## config.mk

```make
export PLATFORM = sky130hd
export DESIGN_NAME = seq_mul_add
export DESIGN_NICKNAME = d
export VERILOG_FILES = /design/src/rtl/seq_mul_add.sv
export SDC_FILE = /design/constraint.sdc
export NUM_CORES = 1
export LEC_CHECK = 0
export CAP_MARGIN = 0
export CORE_ASPECT_RATIO = 1.4
export CORE_MARGIN = 4
export CORE_UTILIZATION = 45
export CTS_CLUSTER_DIAMETER = 60
export DETAILED_ROUTE_END_ITERATION = 10
export PLACE_DENSITY = 0.68
export SETUP_SLACK_MARGIN = 0.2
export SLEW_MARGIN = 40
export SYNTH_ARGS = -nofsm -noshare
export SYNTH_HDL_FRONTEND = slang
export SYNTH_SLANG_ARGS = --single-unit
export TNS_END_PERCENT = 1
```

## constraint.sdc

```tcl
create_clock -name clk_i -period 1.9 [get_ports clk_i]
set_input_delay 0.57 -clock clk_i [delete_from_list [all_inputs] [get_ports clk_i]]
set_output_delay 0.57 -clock clk_i [all_outputs]
set_load 0.05 [all_outputs]
```

## src/rtl/seq_mul_add.sv

```systemverilog
// seq_mul_add
//   Sequential shift-and-add multiply-accumulate unit computing a*b + c.
//   Feeding a divider's quotient, divisor and remainder rebuilds the
//   dividend, so the block doubles as a divider checker and a small
//   multiplier.
//
//   Ports
//     clk_i        rising-edge clock
//     rst_ni       asynchronous reset, active low
//     in_valid_i   operands a/b/c are valid
//     in_ready_o   block can accept operands (IDLE only)
//     a_i          multiplicand, unsigned, WIDTH bits
//     b_i          multiplier, unsigned, WIDTH bits
//     c_i          addend, unsigned, WIDTH bits
//     out_valid_o  product is valid (DONE only)
//     out_ready_i  consumer accepts the product
//     product_o    a*b + c, unsigned, 2*WIDTH bits
//     busy_o       high while an operation is in RUN or DONE
module seq_mul_add #(
  parameter int WIDTH = 4
) (
  input  logic               clk_i,
  input  logic               rst_ni,
  input  logic               in_valid_i,
  output logic               in_ready_o,
  input  logic [WIDTH-1:0]   a_i,
  input  logic [WIDTH-1:0]   b_i,
  input  logic [WIDTH-1:0]   c_i,
  output logic               out_valid_o,
  input  logic               out_ready_i,
  output logic [2*WIDTH-1:0] product_o,
  output logic               busy_o
);

  // The counter must be able to hold WIDTH-1; one extra bit keeps it safe
  // for any WIDTH.
  localparam int CNTW = $clog2(WIDTH + 1);

  typedef enum logic [1:0] {
    IDLE,
    RUN,
    DONE
  } state_e;

  state_e             state_q;
  logic               inReady_q;
  logic               outValid_q;
  logic               busy_q;
  logic [2*WIDTH-1:0] product_q;
  logic [2*WIDTH-1:0] aSh_q;
  logic [WIDTH-1:0]   bSh_q;
  logic [2*WIDTH-1:0] acc_q;
  logic [CNTW-1:0]    cnt_q;

  logic [2*WIDTH-1:0] acc_d;
  logic [CNTW-1:0]    cnt_d;

  // Partial-product step: add the shifted multiplicand when the current
  // multiplier bit is set. The accumulator is 2*WIDTH bits wide and the
  // largest a*b+c is 2^(2W)-2^W, so the sum never carries out.
  always_comb begin
    acc_d = acc_q;
    if (bSh_q[0]) begin
      acc_d = acc_q + aSh_q;
    end
    cnt_d = cnt_q + CNTW'(1);
  end

  // Control FSM and datapath registers. All handshake outputs are
  // registered so they change only on clock edges (or reset). The latency
  // is fixed at WIDTH RUN cycles even if the multiplier runs out of ones.
  always_ff @(posedge clk_i or negedge rst_ni) begin
    if (!rst_ni) begin
      state_q    <= IDLE;
      inReady_q  <= 1'b1;
      outValid_q <= 1'b0;
      busy_q     <= 1'b0;
      product_q  <= '0;
      aSh_q      <= '0;
      bSh_q      <= '0;
      acc_q      <= '0;
      cnt_q      <= '0;
    end else begin
      unique case (state_q)
        IDLE: begin
          if (in_valid_i && inReady_q) begin
            aSh_q     <= {{WIDTH{1'b0}}, a_i};
            bSh_q     <= b_i;
            acc_q     <= {{WIDTH{1'b0}}, c_i};
            cnt_q     <= '0;
            inReady_q <= 1'b0;
            busy_q    <= 1'b1;
            state_q   <= RUN;
          end
        end
        RUN: begin
          acc_q <= acc_d;
          aSh_q <= aSh_q << 1;
          bSh_q <= bSh_q >> 1;
          cnt_q <= cnt_d;
          if (cnt_q == CNTW'(WIDTH - 1)) begin
            product_q  <= acc_d;
            outValid_q <= 1'b1;
            state_q    <= DONE;
          end
        end
        DONE: begin
          // in_ready stays low through the handshake cycle, so a new
          // operand set is taken no earlier than the following edge.
          if (outValid_q && out_ready_i) begin
            outValid_q <= 1'b0;
            busy_q     <= 1'b0;
            inReady_q  <= 1'b1;
            state_q    <= IDLE;
          end
        end
        default: begin
          state_q    <= IDLE;
          inReady_q  <= 1'b1;
          outValid_q <= 1'b0;
          busy_q     <= 1'b0;
        end
      endcase
    end
  end

  assign in_ready_o  = inReady_q;
  assign out_valid_o = outValid_q;
  assign busy_o      = busy_q;
  assign product_o   = product_q;

endmodule
```

==> metrics.txt, run 1 <==
total CTS buffers 5; number of synthesized flops with an enable pin 0; first-pass GRT wire length 7.231 mm; antenna diode count 0; synth unique cells 42; slew margin rel. 74.08%; hold crit path type reg -> reg; CTS sink cnt 36; count leader, synth nand2_1; synthesis-to-layout area growth 29.27%; htree depth 2; clk root buf clkbuf_8; synth top area cells dfrtp_1 (46%), nand2_1 (9.2%), ha_1 (5.9%); CP arrival 2.04 ns; vias per inst 5.390; reg2reg setup slack 0.07 ns; clk_skew 0.005608 ns; Power per Cell Area 1584 mW/mm²; min-delay src product_o[3]; total congestion overflow 0; Top FF cell, synth dfrtp_1; Top Ports 27; Layout Nets 272; number of synthesized register bits 36; number of synthesis warnings 0; # setup viols final 0; clock-pin slew on the worst setup and hold paths 0.07 ns; endpoint class of the critical path register; DRC errors left 0; met1 Use GR 20.40%; Peak VDD IR 851.3 µV; setup tns final 0 ns; ys async rst share 100.0%; number of DRC markers in iteration 0 60; Die H 85.28 µm; share of cells above drive strength 1 21.86%; CTS tree done; min Tclk post-route 1.831 ns; Data required, critical path 2.11 ns; Worst-Margin Slew 0.3888 ns; Fmax 0.5462 GHz; clk_lat worst skew 0.29 ns; global-route usage over all layers 17.27%; Avg Cell Area, Syn 9.272 µm²; Die Area 0.005389 mm²; RSZ-0062 raised after global routing true; status completed; global-route met2 utilization 29.59%; area leader, netlist dfrtp_1; CTS max path bufs 2; Worst R2R Path Depth 7; r2r endpoint acc_q[7]; post-DR wirelength/cell 14.69 µm; CP max FO 4; Hold Vio Cnt, Final 0; final slew viol count 0; Die W 63.20 µm; Worst Hold End product_o[3]; hpwl dp 3.033 mm; via count 1563; crit path kind reg -> reg; startpoint types register; Cell Rows 27; most frequent cells after synthesis nand2_1 (47), dfrtp_1 (35), nor2_1 (13); antenna violations before repair 0; global placement routability congestion 0.8221; max-cap violation count 0; number of port buffers 26; Seq/Total Area, Yosys 47.00%; Cell Area, Synth 0.001919 mm²; vias in the first global route 1595; hold path depth 2; Pre-Repair DR Iteration Count 4; largest net degree at the start of global routing 37; met3 Use GR 4.238%; GR peak layer met2; drt total wl 4.260 mm; area share of the largest cell type after synthesis 45.63%; Mapped Nets 233; core area 0.004020 mm²; Syn Inst Count 207; Critical R2R Launch aSh_q[1]; Post-DRT Antenna Nets 0; crit share post-route 96.36%; fin util 61.72%; Leakage 1.173 nW; Initial Util 47.74%
placed cells by master, fill, tap and decap left out, types with 2 or more instances in the layout:
cell / instances
a21o_1: 2
a21oi_1: 10
a31oi_1: 6
buf_12: 4
buf_4: 22
clkbuf_1: 2
clkbuf_8: 6
clkdlybuf4s50_1: 14
dfrtp_1: 35
ha_1: 5
ha_2: 2
ha_4: 2
inv_1: 8
mux2_2: 3
mux2i_1: 5
nand2_1: 47
nand2_2: 2
nand2b_1: 2
nand3_1: 3
nor2_1: 12
nor3b_1: 3
o21a_1: 2
o21ai_0: 10
o21ai_1: 10
xnor2_1: 2
xor2_1: 2
how the worst max path moves through the flow:
stage,start,to,slack [ns],cells past startpoint
after CTS,aSh_q[0],product_o[6],0.05,9
after floorplan,aSh_q[1],acc_q[7],0.18,7
after detailed placement,in_valid_i,acc_q[2],-0.13,6
after global placement,in_valid_i,acc_q[3],-0.10,7
after global routing,acc_q[0],product_o[6],-0.05,9
final,aSh_q[1],acc_q[7],0.07,7
area by class of cell:
type	instances	area (µm²)
multi-input cells	153	1003
inverters	9	33.78
fillers	356	1539
clock buffers	8	90.09
repair buffers	41	397.9
flip-flops and latches	36	902.1
well taps	43	53.80
repair_timing:
action                     4_1_cts  5_1_grt
resized for setup                1       15
buffers inserted                 1        0
cloned                           0        0
hold buffers                     0        0
setup endpoints to repair       12       23
pin swaps                        0        4
per-stage QoR:
| stage | std cells | setup slack [ns] | power (mW) | cell area, µm² | hold WS (ns) |
|---|---|---|---|---|---|
| floorplan | 207 | 0.1761 | 2.686 | 1922 | 0.2744 |
| global placement | 281 | -0.1015 | 3.191 | 2321 | 0.4547 |
| detailed placement | 281 | -0.1336 | 3.244 | 2321 | 0.4570 |
| CTS | 290 | 0.04883 | 3.846 | 2426 | 0.4722 |
| global route | 290 | -0.05431 | 4.243 | 2481 | 0.5094 |
| finish | 290 | 0.06915 | 3.930 | 2481 | 0.4660 |
cells by family after synthesis:
logic type | count (synthesis) | synth area share [%]
AND/OR/NAND/NOR | 76 | 17.01
adder cells (fa/ha/maj) | 10 | 6.910
flip-flops | 36 | 47.00
AO/OA/AOI/OAI | 54 | 18.06
buffers and inverters | 18 | 3.976
multiplexers | 8 | 4.368
XOR/XNOR | 5 | 2.673
report_power, final:
part / switching [mW] / internal, mW / leakage (nW) / total, mW
clock: 0.267 / 0.296 / 0.0455 / 0.563
combinational: 1.15 / 0.901 / 0.678 / 2.05
sequential: 0.255 / 1.06 / 0.450 / 1.32
sequential cells by signal, summed over array words and instances (netlist names):
signal and cells:
aSh_q 8, acc_q 8, bSh_q 4, busy_o 1, cnt_q 3, in_ready_o 1
out_valid_o 1, product_o 8, state_q 2
metal layers:
metal	share of wire, %	up-vias	wire length, µm
met5	0	-	0
met4	1.8	0	76
met3	3.3	7	142
met2	50	27	2149
met1	44	741	1892
li1	-	788	-
critical path: stages, from the launching register on:
cell      delay (ns)
dfrtp_1         0.41
ha_1            0.31
a21o_1          0.22
a21oi_4         0.20
o31ai_4         0.08
xor2_2          0.17
a211o_1         0.31
o211ai_2        0.06
Note: power is estimated with default switching activity, not from simulation.
==> inputs of run 2 (changes only) <==
CTS_CLUSTER_SIZE = 14   (was default)
PLACE_DENSITY = default   (was 0.68)
PLACE_DENSITY_LB_ADDON = 0.1   (was default)
==> run 2 against run 1 <==
Combinational power is essentially flat; the run now ends with setup timing left; first-iteration DRC count increased by 45%; die area unchanged; critical endpoint is now product_o[6].
==> metrics.txt, run 2 (same netlist as run 1, synthesis figures left out) <==
Worst Hold End product_o[0]; Peak VDD IR 652.5 µV; internal power 2.355 mW; Top Ports 27; crit path kind reg -> reg; RSZ-0062 raised after global routing true; most frequent cells in the layout nand2_1 (47), dfrtp_1 (35), buf_4 (23); Layout Nets 272; DRC errors left 0; crit share post-route 100.5%; Power per Cell Area 1637 mW/mm²; min-delay src product_o[0]; clock-pin slew on the worst setup and hold paths 0.08 ns; global placement routability congestion 0.7911; endpoint class of the critical path register; via count 1572; # setup viols final 1; reg2reg setup slack -0.01 ns; Net Sw Frac 42.04%; Comb power frac 50.8%; synthesis-to-layout area growth 29.34%; total power 4.064 mW; antenna diode count 0; Worst R2R Path Depth 9; Post-DRT Antenna Nets 0; post-DR wirelength/cell 14.60 µm; Leakage 1.169 nW; Finished Cell Area 0.002482 mm²; startpoint types register; # fillers 337; Seq. cell area 902.1 µm²; CTS tree done; min Tclk post-route 1.910 ns; CP arrival 2.09 ns; antenna violations before repair 0; Die W 63.20 µm; Fmax 0.5235 GHz; Critical R2R Launch acc_q[0]; CTS sink cnt 36; vias in the first global route 1505; vias per inst 5.421; switching pwr 1.709 mW; hold path depth 2; clk_lat worst skew 0.29 ns; max-cap violation count 0; hpwl dp 3.154 mm; largest net degree at the start of global routing 37; share of cells above drive strength 1 21.46%; number of port buffers 26; first-pass GRT wire length 7.120 mm; setup ws final -0.01016 ns; Post-Place Cell Area 0.002293 mm²; Placed Instances 279; global-route usage over all layers 16.77%; clk root buf clkbuf_8; Initial Util 47.74%; hold crit path type reg -> reg; sequential share of power 32.6%; CTS Hold Bufs 0; htree depth 2; Die H 85.28 µm; total congestion overflow 0; Die Area 0.005389 mm²; final slew viol count 0; Data required, critical path 2.08 ns; core area 0.004020 mm²; slew margin rel. 79.03%; Cell Rows 27; Hold Vio Cnt, Final 0; non-filler cells, final 290; violated checks setup timing; CTS max path bufs 2; r2r endpoint product_o[6]; number of DRC markers in iteration 0 87; most common cell after layout, fill and taps aside nand2_1; clk_skew 0.003640 ns; status finished with violations; Clock Power Share 16.6%; total CTS buffers 5; Worst-Margin Slew 0.3113 ns; drt total wl 4.235 mm; CP max FO 3; Multi-input gate area 998.5 µm²; Pre-Repair DR Iteration Count 4
run 2: through the flow:
stage	worst slack [ns]	setup TNS [ns]	hold slack (ns)	utilization [%]
floorplan	0.1761	0	0.2744	-
global placement	-0.1046	-0.4016	0.4537	57.05
detailed placement	-0.1480	-0.8038	0.4744	57.05
CTS	0.01005	0	0.4919	59.88
global route	-0.1106	-0.1967	0.5193	61.75
finish	-0.01016	-0.01016	0.4835	61.75
run 2: power by group through the flow:
stage / clock [mW] / combinational [mW] / sequential [mW]
3_5_place_dp: 0 / 1.91 / 1.33
3_3_place_gp: 0 / 1.86 / 1.30
4_1_cts: 0.691 / 1.92 / 1.31
5_1_grt: 0.731 / 2.26 / 1.37
2_1_floorplan: 0 / 1.21 / 1.48
6_report: 0.673 / 2.07 / 1.32
run 2: worst max path at each step:
stage,end,cells past startpoint,from
final,product_o[6],9,acc_q[0]
after global routing,product_o[6],9,acc_q[0]
after CTS,acc_q[6],9,aSh_q[0]
after detailed placement,acc_q[3],7,in_valid_i
after global placement,acc_q[2],6,in_valid_i
after floorplan,acc_q[7],7,aSh_q[1]
run 2: timing repair:
action                                 CTS  global route
setup buffers                            0             3
gates resized for setup                  1            10
setup endpoints to repair               12            17
endpoints found under the hold margin    0             0
pin swaps                                0             3
run 2: layout make-up:
cell class                      instances  share of cell area (%)
Clock buffer                            5                   2.772
Clock inverter                          3                   1.714
Inverter                                9                   1.361
Multi-Input combinational cell        153                   40.22
Sequential cell                        36                   36.34
Tap cell                               43                   2.167
Timing Repair Buffer                   41                   15.42
run 2: critical path, stage by stage (launching register included):
cell and delay [ns]:
dfrtp_1 0.39, ha_2 0.20, inv_2 0.04, fa_2 0.35
nor2b_2 0.14, o31a_1 0.18, o21ai_1 0.07, nand2b_1 0.13
mux2i_1 0.24, nand2_1 0.06
run 2: layer usage:
metal | share of wire [%] | GRT usage, % | up-vias
met5 | 0 | 0 | -
met4 | 2.3 | 8.644 | 0
met3 | 3.5 | 3.709 | 9
met2 | 51 | 28.24 | 27
met1 | 43 | 19.93 | 748
li1 | - | - | 788
